File: src/rtl/decode_execute_reg.sv
// D/E pipeline register: captures decode fields, bubbles on flush/stall, freezes on hold.
// Optional macro DE_STALL_CNT_EN adds a saturating count of load-use bubbles (stall_cnt).
module decode_execute_reg #(
    parameter int unsigned XLEN    = 32,
    parameter int unsigned ALUOP_W = 4
) (
    input  logic               clk,
    input  logic               rst,
    input  logic               stall,
    input  logic               hold,
    input  logic               flush,
    input  logic               d_valid,
    input  logic [XLEN-1:0]    d_pc,
    input  logic [XLEN-1:0]    d_rs1_data,
    input  logic [XLEN-1:0]    d_rs2_data,
    input  logic [XLEN-1:0]    d_imm,
    input  logic [4:0]         d_rs1_adr,
    input  logic [4:0]         d_rs2_adr,
    input  logic [4:0]         d_rd_adr,
    input  logic [ALUOP_W-1:0] d_alu_op,
    input  logic               d_ld_en,
    input  logic               d_st_en,
    input  logic               d_rd_en,
    input  logic               d_br_en,
    input  logic               d_jmp_en,
    output logic               D_E_valid,
    output logic [XLEN-1:0]    D_E_pc,
    output logic [XLEN-1:0]    D_E_rs1_data,
    output logic [XLEN-1:0]    D_E_rs2_data,
    output logic [XLEN-1:0]    D_E_imm,
    output logic [4:0]         D_E_rs1_adr,
    output logic [4:0]         D_E_rs2_adr,
    output logic [4:0]         D_E_rd_adr,
    output logic [ALUOP_W-1:0] D_E_alu_op,
    output logic               D_E_ld_en,
    output logic               D_E_st_en,
    output logic               D_E_rd_en,
    output logic               D_E_br_en,
    output logic               D_E_jmp_en
`ifdef DE_STALL_CNT_EN
    ,
    output logic [31:0]        stall_cnt
`endif
);

    localparam int unsigned CNT_W = 32;

    localparam logic [1:0] ACT_LOAD   = 2'd0;
    localparam logic [1:0] ACT_HOLD   = 2'd1;
    localparam logic [1:0] ACT_BUBBLE = 2'd2;

    logic [1:0]         action_c;
    logic               stall_take_c;

    logic               nxt_valid;
    logic [XLEN-1:0]    nxt_pc;
    logic [XLEN-1:0]    nxt_rs1_data;
    logic [XLEN-1:0]    nxt_rs2_data;
    logic [XLEN-1:0]    nxt_imm;
    logic [4:0]         nxt_rs1_adr;
    logic [4:0]         nxt_rs2_adr;
    logic [4:0]         nxt_rd_adr;
    logic [ALUOP_W-1:0] nxt_alu_op;
    logic               nxt_ld_en;
    logic               nxt_st_en;
    logic               nxt_rd_en;
    logic               nxt_br_en;
    logic               nxt_jmp_en;

    // Edge action: flush beats hold beats stall beats load.
    always_comb begin
        action_c     = ACT_LOAD;
        stall_take_c = 1'b0;
        if (flush) begin
            action_c = ACT_BUBBLE;
        end else if (hold) begin
            action_c = ACT_HOLD;
        end else if (stall) begin
            action_c     = ACT_BUBBLE;
            stall_take_c = 1'b1;
        end
    end

    // Next contents; default keeps current values (hold).
    always_comb begin
        nxt_valid    = D_E_valid;
        nxt_pc       = D_E_pc;
        nxt_rs1_data = D_E_rs1_data;
        nxt_rs2_data = D_E_rs2_data;
        nxt_imm      = D_E_imm;
        nxt_rs1_adr  = D_E_rs1_adr;
        nxt_rs2_adr  = D_E_rs2_adr;
        nxt_rd_adr   = D_E_rd_adr;
        nxt_alu_op   = D_E_alu_op;
        nxt_ld_en    = D_E_ld_en;
        nxt_st_en    = D_E_st_en;
        nxt_rd_en    = D_E_rd_en;
        nxt_br_en    = D_E_br_en;
        nxt_jmp_en   = D_E_jmp_en;
        case (action_c)
            ACT_LOAD: begin
                // An invalid slot never carries side effects or a destination to the hazard check.
                nxt_valid    = d_valid;
                nxt_pc       = d_pc;
                nxt_rs1_data = d_rs1_data;
                nxt_rs2_data = d_rs2_data;
                nxt_imm      = d_imm;
                nxt_rs1_adr  = d_rs1_adr;
                nxt_rs2_adr  = d_rs2_adr;
                nxt_rd_adr   = d_valid ? d_rd_adr : 5'd0;
                nxt_alu_op   = d_alu_op;
                nxt_ld_en    = d_valid & d_ld_en;
                nxt_st_en    = d_valid & d_st_en;
                nxt_rd_en    = d_valid & d_rd_en;
                nxt_br_en    = d_valid & d_br_en;
                nxt_jmp_en   = d_valid & d_jmp_en;
            end
            ACT_BUBBLE: begin
                nxt_valid    = 1'b0;
                nxt_pc       = '0;
                nxt_rs1_data = '0;
                nxt_rs2_data = '0;
                nxt_imm      = '0;
                nxt_rs1_adr  = 5'd0;
                nxt_rs2_adr  = 5'd0;
                nxt_rd_adr   = 5'd0;
                nxt_alu_op   = '0;
                nxt_ld_en    = 1'b0;
                nxt_st_en    = 1'b0;
                nxt_rd_en    = 1'b0;
                nxt_br_en    = 1'b0;
                nxt_jmp_en   = 1'b0;
            end
            default: ;
        endcase
    end

    always_ff @(posedge clk or posedge rst) begin
        if (rst) begin
            D_E_valid    <= 1'b0;
            D_E_pc       <= '0;
            D_E_rs1_data <= '0;
            D_E_rs2_data <= '0;
            D_E_imm      <= '0;
            D_E_rs1_adr  <= 5'd0;
            D_E_rs2_adr  <= 5'd0;
            D_E_rd_adr   <= 5'd0;
            D_E_alu_op   <= '0;
            D_E_ld_en    <= 1'b0;
            D_E_st_en    <= 1'b0;
            D_E_rd_en    <= 1'b0;
            D_E_br_en    <= 1'b0;
            D_E_jmp_en   <= 1'b0;
        end else begin
            D_E_valid    <= nxt_valid;
            D_E_pc       <= nxt_pc;
            D_E_rs1_data <= nxt_rs1_data;
            D_E_rs2_data <= nxt_rs2_data;
            D_E_imm      <= nxt_imm;
            D_E_rs1_adr  <= nxt_rs1_adr;
            D_E_rs2_adr  <= nxt_rs2_adr;
            D_E_rd_adr   <= nxt_rd_adr;
            D_E_alu_op   <= nxt_alu_op;
            D_E_ld_en    <= nxt_ld_en;
            D_E_st_en    <= nxt_st_en;
            D_E_rd_en    <= nxt_rd_en;
            D_E_br_en    <= nxt_br_en;
            D_E_jmp_en   <= nxt_jmp_en;
        end
    end

`ifdef DE_STALL_CNT_EN
    logic [CNT_W-1:0] nxt_stall_cnt;

    // Saturating count of load-use bubbles actually inserted.
    always_comb begin
        nxt_stall_cnt = stall_cnt;
        if (stall_take_c && (stall_cnt != {CNT_W{1'b1}})) begin
            nxt_stall_cnt = stall_cnt + CNT_W'(1);
        end
    end

    always_ff @(posedge clk or posedge rst) begin
        if (rst) begin
            stall_cnt <= '0;
        end else begin
            stall_cnt <= nxt_stall_cnt;
        end
    end
`else
    logic unused_stall_take;
    assign unused_stall_take = stall_take_c;
`endif

endmodule

File: config.mk
export PLATFORM = sky130hd
export DESIGN_NAME = decode_execute_reg
export DESIGN_NICKNAME = d
export VERILOG_FILES = /design/src/rtl/decode_execute_reg.sv
export SDC_FILE = /design/constraint.sdc
export NUM_CORES = 1
export LEC_CHECK = 0
export ABC_AREA = 1
export CAP_MARGIN = 25
export CORE_MARGIN = 4
export CORE_UTILIZATION = 43
export DETAILED_ROUTE_END_ITERATION = 7
export PLACE_DENSITY = 0.85
export SYNTH_ARGS = -nofsm -noshare
export SYNTH_HDL_FRONTEND = slang
export SYNTH_SLANG_ARGS = --single-unit
export TNS_END_PERCENT = 5
File: constraint.sdc
create_clock -name clk -period 11.3 [get_ports clk]
set_clock_uncertainty 0.1 [all_clocks]
set_input_delay 1.695 -clock clk [delete_from_list [all_inputs] [get_ports clk]]
set_output_delay 1.695 -clock clk [all_outputs]
set_load 0.02 [all_outputs]
Word level (Yosys, flattened, before mapping) --
Index checks and enable logic that the tools add are counted.
Storage, ports and cells: register bits 153, bits in latches 0, memory bits (writable) 0, ROM bits 0, input port bits 158, logic and storage cells 40, memories kept 0
Cells by class: add/subtract/negate cells 0, $mul 0, divide/modulo/power cells 0, order comparisons 0, equality and inequality tests 1, shift operators 0, mux-type cells 18, bitwise logic cells 5, reductions and logical operators 2
Operators with widths (number):
- 32-bit one-hot mux with 2 select lines | 4
- 5-bit one-hot mux with 2 select lines | 3
- 1-bit one-hot mux with 2 select lines | 6
- 4-bit one-hot mux with 2 select lines | 1
- 2-bit 2-to-1 mux | 3
- 1-bit AND | 5
- 5-bit 2-to-1 mux | 1
- 2-bit == test, second input constant | 1
- 2-bit logical NOT | 1
- 2-bit nonzero test | 1

Longest topological paths before layout --
depth after elaboration 5, gate-level depth with buffers 6, depth with buffers taken out 4

Worst setup path after synthesis --
No wires, ideal clock.
path kind input -> register, start point in stall, end point reg D_E_pc[0], setup time 66 ps, arrival time 2336 ps, slack 8798 ps, cell stages on the path 5, path buffers 2, cell sequence nor2_4 -> buf_2 -> buf_2 -> nand3_1 -> nand2_1
Between the ends: cells in the longest elaborated chain, start to end 5, elaborated cells between the ends (all ways) 7, classes of those cells eq/ne (1); mux (4); reduce/logical (2)
RTL lines:
- from (decl) | RTL line 9 | input logic stall,
- 2-bit 2-to-1 mux * | RTL line 78 | end else if (stall) begin
- 2-bit 2-to-1 mux * | RTL line 76 | end else if (hold) begin
- 2-bit 2-to-1 mux * | RTL line 74 | if (flush) begin
- 2-bit == test / 2-bit logical NOT (equally long branches) | RTL line 100 | case (action_c)
- 32-bit one-hot mux with 2 select lines / 2-bit nonzero test (equally long branches)
- to (signal assigned) | RTL line 156 | D_E_pc <= nxt_pc;
- to (decl) | RTL line 27 | output logic [XLEN-1:0] D_E_pc,
Mark *: on every way between the ends. The rest lies on a longest branch, timed or not. A chain may end at the register's enable or synchronous reset.

Worst setup path after layout --
start point in hold, end point reg D_E_alu_op[1]
Between the ends: cells in the longest elaborated chain, start to end 4, elaborated cells between the ends (all ways) 6, classes of those cells eq/ne (1); mux (3); reduce/logical (2)
RTL lines:
- from (decl) | RTL line 10 | input logic hold,
- 2-bit 2-to-1 mux * | RTL line 76
- 2-bit 2-to-1 mux * | RTL line 74
- 2-bit == test / 2-bit logical NOT (equally long branches) | RTL line 100
- 4-bit one-hot mux with 2 select lines / 2-bit nonzero test (equally long branches)
- to (signal assigned) | RTL line 163 | D_E_alu_op <= nxt_alu_op;
- to (decl) | RTL line 34 | output logic [ALUOP_W-1:0] D_E_alu_op,
Marked as above.

==> impl_summary.md <==
Cells and area
The finished layout holds 1143 standard cells, fillers aside. The cell area after layout is 9770 µm². From synthesis to final layout, the design area changed by 62.9%. 0 antenna diodes ended up in the layout. The post-layout net count is 1112. Of the cells placed in the final design, the portion with a size suffix greater than 1 is 4.34%. The final standard cell utilization of the core is 72.6%.

Synth
The mean instance size in the synthesized netlist is 9.01 µm². In this run, synthesis inferred 0 flip-flops with an integrated enable. The register area share after synthesis is 63.8%. The distinct cell type count after synthesis is 11.

The post-synthesis instance total is 666. Sorting the synthesized cells by area gives the leading types as dfrtp_1, nand2_1, nand3_1, buf_2, clkbuf_1. The total number of yosys warnings is 0. Summing every instance area after synthesis gives 6000 µm². The post-synthesis net count is 824. Sorting the synthesized cells by how often they occur yields nand2_1, dfrtp_1, nand3_1.

The most used flip-flop cell after synthesis is dfrtp_1. The leading cell type by number of instances after synthesis is nand2_1. Of all cell types, the one taking the most synthesized area is dfrtp_1.

For this run, asynchronously set or reset flops after synthesis account for 100%. The number of register bits inferred by synthesis is 153. The share of synthesized area in the top cell type comes to 63.8%.

Clocking
The number of buffers added for setup after CTS is 0. The count of hold-fix buffers inserted at cts is 0. The H-tree depth reported by CTS is 4. Post-CTS repair changed the size of 0 cells.

CTS placed an instance of clkbuf_16 at the clock tree root. Clock tree synthesis found a total of 153 sinks. Clock-pin slew was measured on the worst setup and hold paths at 60 ps. TritonCTS built the clock tree. Counting the buffers created by CTS gives 17.

The worst-skew pair later-pin latency is 410 ps. The buffer depth of the longest clock path is 2.

Critical path
Among all stages on the critical path, the largest delay is contributed by buf_4. The largest stage delay on the critical path is 780 ps. The top cell family by delay on the critical path is buffers and inverters. Data on the critical path is required at its endpoint by 11550 ps. The setup path with the least slack is of type input pin to register. For the worst setup path, the data arrival time is 4290 ps.

The number of buffer and inverter stages on the critical path is 4. The largest fanout of any net on the critical path is 84. STA classifies the critical path startpoint as an input pin.

The critical path capture point type is a register. Walking the worst path, the cells encountered are clkdlybuf4s50_1 -> inv_4 -> nor2_4 -> buf_4 -> buf_4 -> nand2_1 -> nand2_1.

Placement
The quantity of I/O buffers inserted on ports is 310. After detailed placement, the total cell area comes to 9160 µm². The half-perimeter wire length after placement is 13.0 mm.

The global placement routability congestion is 0.873. The number of instances in the placed design is 1110.

GRT
Entering global routing, the biggest net connects 88 pins. The total track usage is 23.8%. The first global-routing pass estimated 30.0 mm of wire. The global-route congestion overflow total is 0. The number of antenna violations at the first check in global routing is 0. The number of global-route vias before repair is 5580.

Timing
For the final routed database, the setup TNS stands at 0 ps. The slew at the pin with the worst max-slew slack is 874 ps. The total of endpoints with negative setup slack in the final report is 0.

The top achievable clock speed is 247 MHz. The final-report hold violation count is 0. The number of pins with negative max-slew slack in the final report is 0.

The worst path needs 4040 ps of the cycle, external delays included. Setup repair after global routing left no endpoint under its margin. The max-slew headroom at the worst pin is 41.7%. The final clock period utilization by the worst path is 35.8%.

Drt
The first-pass detailed-route iteration total is 5. The wire length per cell after detailed routing is 16.8 µm. In the routed layout, each cell is associated on average with a via count of 4.98.

The total via count in the routed design is 5694. For this block, the initial DRC count from the detailed router was 506. The antenna violation net count after detailed routing is 0. For this run, design rule violations remaining after detail routing come to 0. Summed over all layers, the routed wires come to 19.2 mm.

Die
Measured along the y axis, the die boundary spans 126 µm. The number of I/O pins is 311. After floorplanning, the core was divided into 42 placement rows. The core region area is 13500 µm². The die covers 15900 µm². The starting utilization of the core area is 44.6%. The floorplan step set the die width to 126 µm.

Flow run
The tool flagged a number of max-cap violations equal to 0.

Power
Dividing total power by cell area gives a power density of 136 nW/µm². The worst-case IR drop observed on VDD is 0.0000840 V. The cell leakage power is 4.83 nW.

Min path
The worst min-delay path class is register to register.

Outcome
The run finished with clean final reports.
-- worst reg2reg max path, delay by kind of cell, from the launching register on --
family | cells | cell delay, ps
flops | 1 | 390
simple gates | 2 | 160
-- worst paths after layout --
path	start	endpoint	slack (ps)	depth (start not counted)
min in group asynchronous	rst	D_E_pc[1]	1650	2
worst max-delay path	hold	D_E_alu_op[1]	7260	7
worst min register to register	D_E_rd_adr[1]	D_E_rd_adr[1]	380	2
worst min-delay path	D_E_rd_adr[1]	D_E_rd_adr[1]	380	2
max in group asynchronous	rst	D_E_imm[21]	8440	4
worst max register to register	D_E_rs1_data[10]	D_E_rs1_data[10]	10530	2
-- cells in the final DEF (no fill, tap or decap), types with 2 or more instances in the layout --
cell type	n
clkdlybuf4s50_1	310
nand2_1	307
dfrtp_1	153
nand3_1	152
clkbuf_16	17
buf_4	6
clkinv_2	5
inv_6	3
clkbuf_8	3
nor2_4	2
bufinv_16	2
clkinvlp_4	2
-- sequential cells by signal, indices dropped and copies added, names as in the netlist --
name and cells:
D_E_jmp_en 1, D_E_st_en 1, D_E_rs1_data 32, D_E_br_en 1, D_E_alu_op 4, D_E_pc 32
D_E_rd_adr 5, D_E_ld_en 1, D_E_rs2_data 32, D_E_imm 32, D_E_rd_en 1, D_E_valid 1
D_E_rs1_adr 5, D_E_rs2_adr 5
-- power breakdown --
part / switching, W / internal [W] / leakage, nW / total (W)
combinational: 0.0000907 / 0.0000929 / 2.45 / 0.000184
sequential: 0.0000116 / 0.000568 / 2.09 / 0.000580
clock: 0.000220 / 0.000342 / 0.289 / 0.000563
-- cells by family after synthesis --
kind of cell / Yosys count / synth area share, %
simple gates: 462 / 32.3
flops: 153 / 63.8
buf+inv: 51 / 3.86
-- layer usage --
layer	vias up	track usage, %	part of all wire [%]
li1	2698	-	-
met3	39	7.20	7.7
met4	0	9.02	2.2
met5	-	0	0
met1	2685	29.9	40
met2	272	38.8	50
-- stage by stage --
| step | power, W | setup WS [ps] | hold WS, ps |
|---|---|---|---|
| 6_report | 0.00133 | 7260 | 375 |
| 5_1_grt | 0.00138 | 7070 | 393 |
| 4_1_cts | 0.00134 | 7270 | 380 |
| 3_5_place_dp | 0.000772 | 6850 | 364 |
| 3_3_place_gp | 0.000771 | 6870 | 360 |
| 2_1_floorplan | 0.000661 | 5380 | 484 |
-- area by class of cell --
type	instances	area [µm²]
flip-flops and latches	153	3830
repair buffers	317	3180
multi-input cells	462	1940
fillers	991	3680
inverters	3	18.8
clock inverters	11	118
well taps	176	220
clock buffers	21	470
(Power assumes the default switching activity.)
==> patch, RTL diff (same flow settings) <==
The option `DE_STALL_CNT_EN` is turned on by a define.
--- a/src/rtl/decode_execute_reg.sv
+++ b/src/rtl/decode_execute_reg.sv
@@ -1,5 +1,7 @@
 // D/E pipeline register: captures decode fields, bubbles on flush/stall, freezes on hold.
 // Optional macro DE_STALL_CNT_EN adds a saturating count of load-use bubbles (stall_cnt).
+`define DE_STALL_CNT_EN
+
 module decode_execute_reg #(
     parameter int unsigned XLEN    = 32,
     parameter int unsigned ALUOP_W = 4
Check against the original RTL (old outputs only; new: stall_cnt): equivalent (equiv_simple and equiv_induct, registers matched by name and starting in step).
==> patch against the unedited design <==
Routed wire length up 34%. Sequential cell count rose by 32. Area after synthesis up 30%. Cell area grew 23%. Worst setup slack better by 140 ps. Total power increased by 16%. Fmax increased by 3.6%. First-iteration DRC count up 12%.
==> patch: results (changes against the unedited design) <==
| Metric | Value |
|---|---|
| Worst hold start | `D_E_rs2_data[4]` |
| Sw Share | `26.16% (+1.8 points)` |
| Non-clock buffering overhead | `29.48% (-3.0 points)` |
| #FFs+latches synth | `185 (+21%)` |
| Port-buffer cells | `342 (+10%)` |
| Sequential cell area | `4629 µm² (+21%)` |
| Fill count | `1374 (+39%)` |
| Synth area leaders | `dfrtp_1 59%, a32o_1 18%, nand2_1 9.6%, nor2_1 2.4%, nand3_1 2.3%` |
| Crit path to | `D_E_br_en` |
| Peak supply drop | `0.09926 mV (+18%)` |
| Share of cells above drive strength 1 | `5.377% (+1.0 points)` |
| Routed wire per std cell | `19.93 µm (+18%)` |
| First-pass GRT wire length | `38960 µm (+30%)` |
| Post-DP HPWL | `18090 µm (+39%)` |
| Buffers, non-clock | `351 (+11%)` |
| Power, Total | `1536 µW (+16%)` |
| Drt pass-1 iters | `6 (+1)` |
| # diodes | `2 (+2)` |
| Final std cells w/o fill | `1291 (+13%)` |
| Netlist cell types | `26 (+15)` |
| Outcome | `finished, final reports clean` |
| GRT Total Usage | `24.51% (+0.74 points)` |
| #MultiIn Comb | `463 (+0.22%)` |
| Multi-input gate area | `2851 µm² (+47%)` |
| CP arrival | `4160 ps (-130 ps)` |
| Leak | `0.005141 µW (+6.4%)` |
| Sequential logic power | `709 µW (+22%)` |
| Final hold slack | `420.0 ps (+44.56 ps)` |
| Largest net degree at the start of global routing | `110 (+25%)` |
| GPL Wtd Cong | `0.9487 (+8.6%)` |
| Initial antenna violation count | `2 (+2)` |
| Drt initial violations | `569 (+12%)` |
| Relative slew slack | `32.70% (-9.0 points)` |
| Clk cell area share | `4.861% (-1.2 points)` |
| Avg Inst Size Synth | `10.68 µm² (+19%)` |
| Hold Crit Depth | `1 (-1)` |
| Nets | `1207 (+8.5%)` |
| Vias in the first global route | `7289 (+31%)` |
| # clk buffers | `17 (-19%)` |
| Reg2reg path depth | `9 (+7)` |
| Syn nets | `891 (+8.1%)` |
| Hold Crit Endpoint | `D_E_rs2_data[4]` |
## patch: cell count changes after synthesis, moves of 24 or more
cell and delta:
a32o_1 +143, dfrtp_1 +32, inv_1 +24, nand2_1 -106
nand3_1 -116, nor2_1 +48
## patch: stage by stage
stage / area (µm²) / worst slack (ps)
after global routing: 12020 / 7239
final: 12020 / 7397
after floorplan: 7820 / 4476
after global placement: 11350 / 6314
after detailed placement: 11380 / 6992
after CTS: 11960 / 7442
## patch: per-layer routing
metal	global-route usage (%)	up-vias	routed length, µm
li1	-	3267	-
met1	28.19	3521	9472
met2	41.02	285	13100
met3	9.745	54	2344
met4	9.855	0	813
met5	0	-	0
## patch: kinds of logic after synthesis
group	after synthesis	share of synthesized area [%]
fa+ha+maj	1	0.1600
compound gates	145	18.48
xor+xnor	14	1.568
flops	185	59.20
simple gates	303	16.18
buf+inv	84	4.416
## patch: worst max-delay path: stages
cell             delay [ps]
clkdlybuf4s50_1         490
nor3_4                  400
buf_4                   410
buf_4                   820
nand3_1                 170
nand2_1                 100
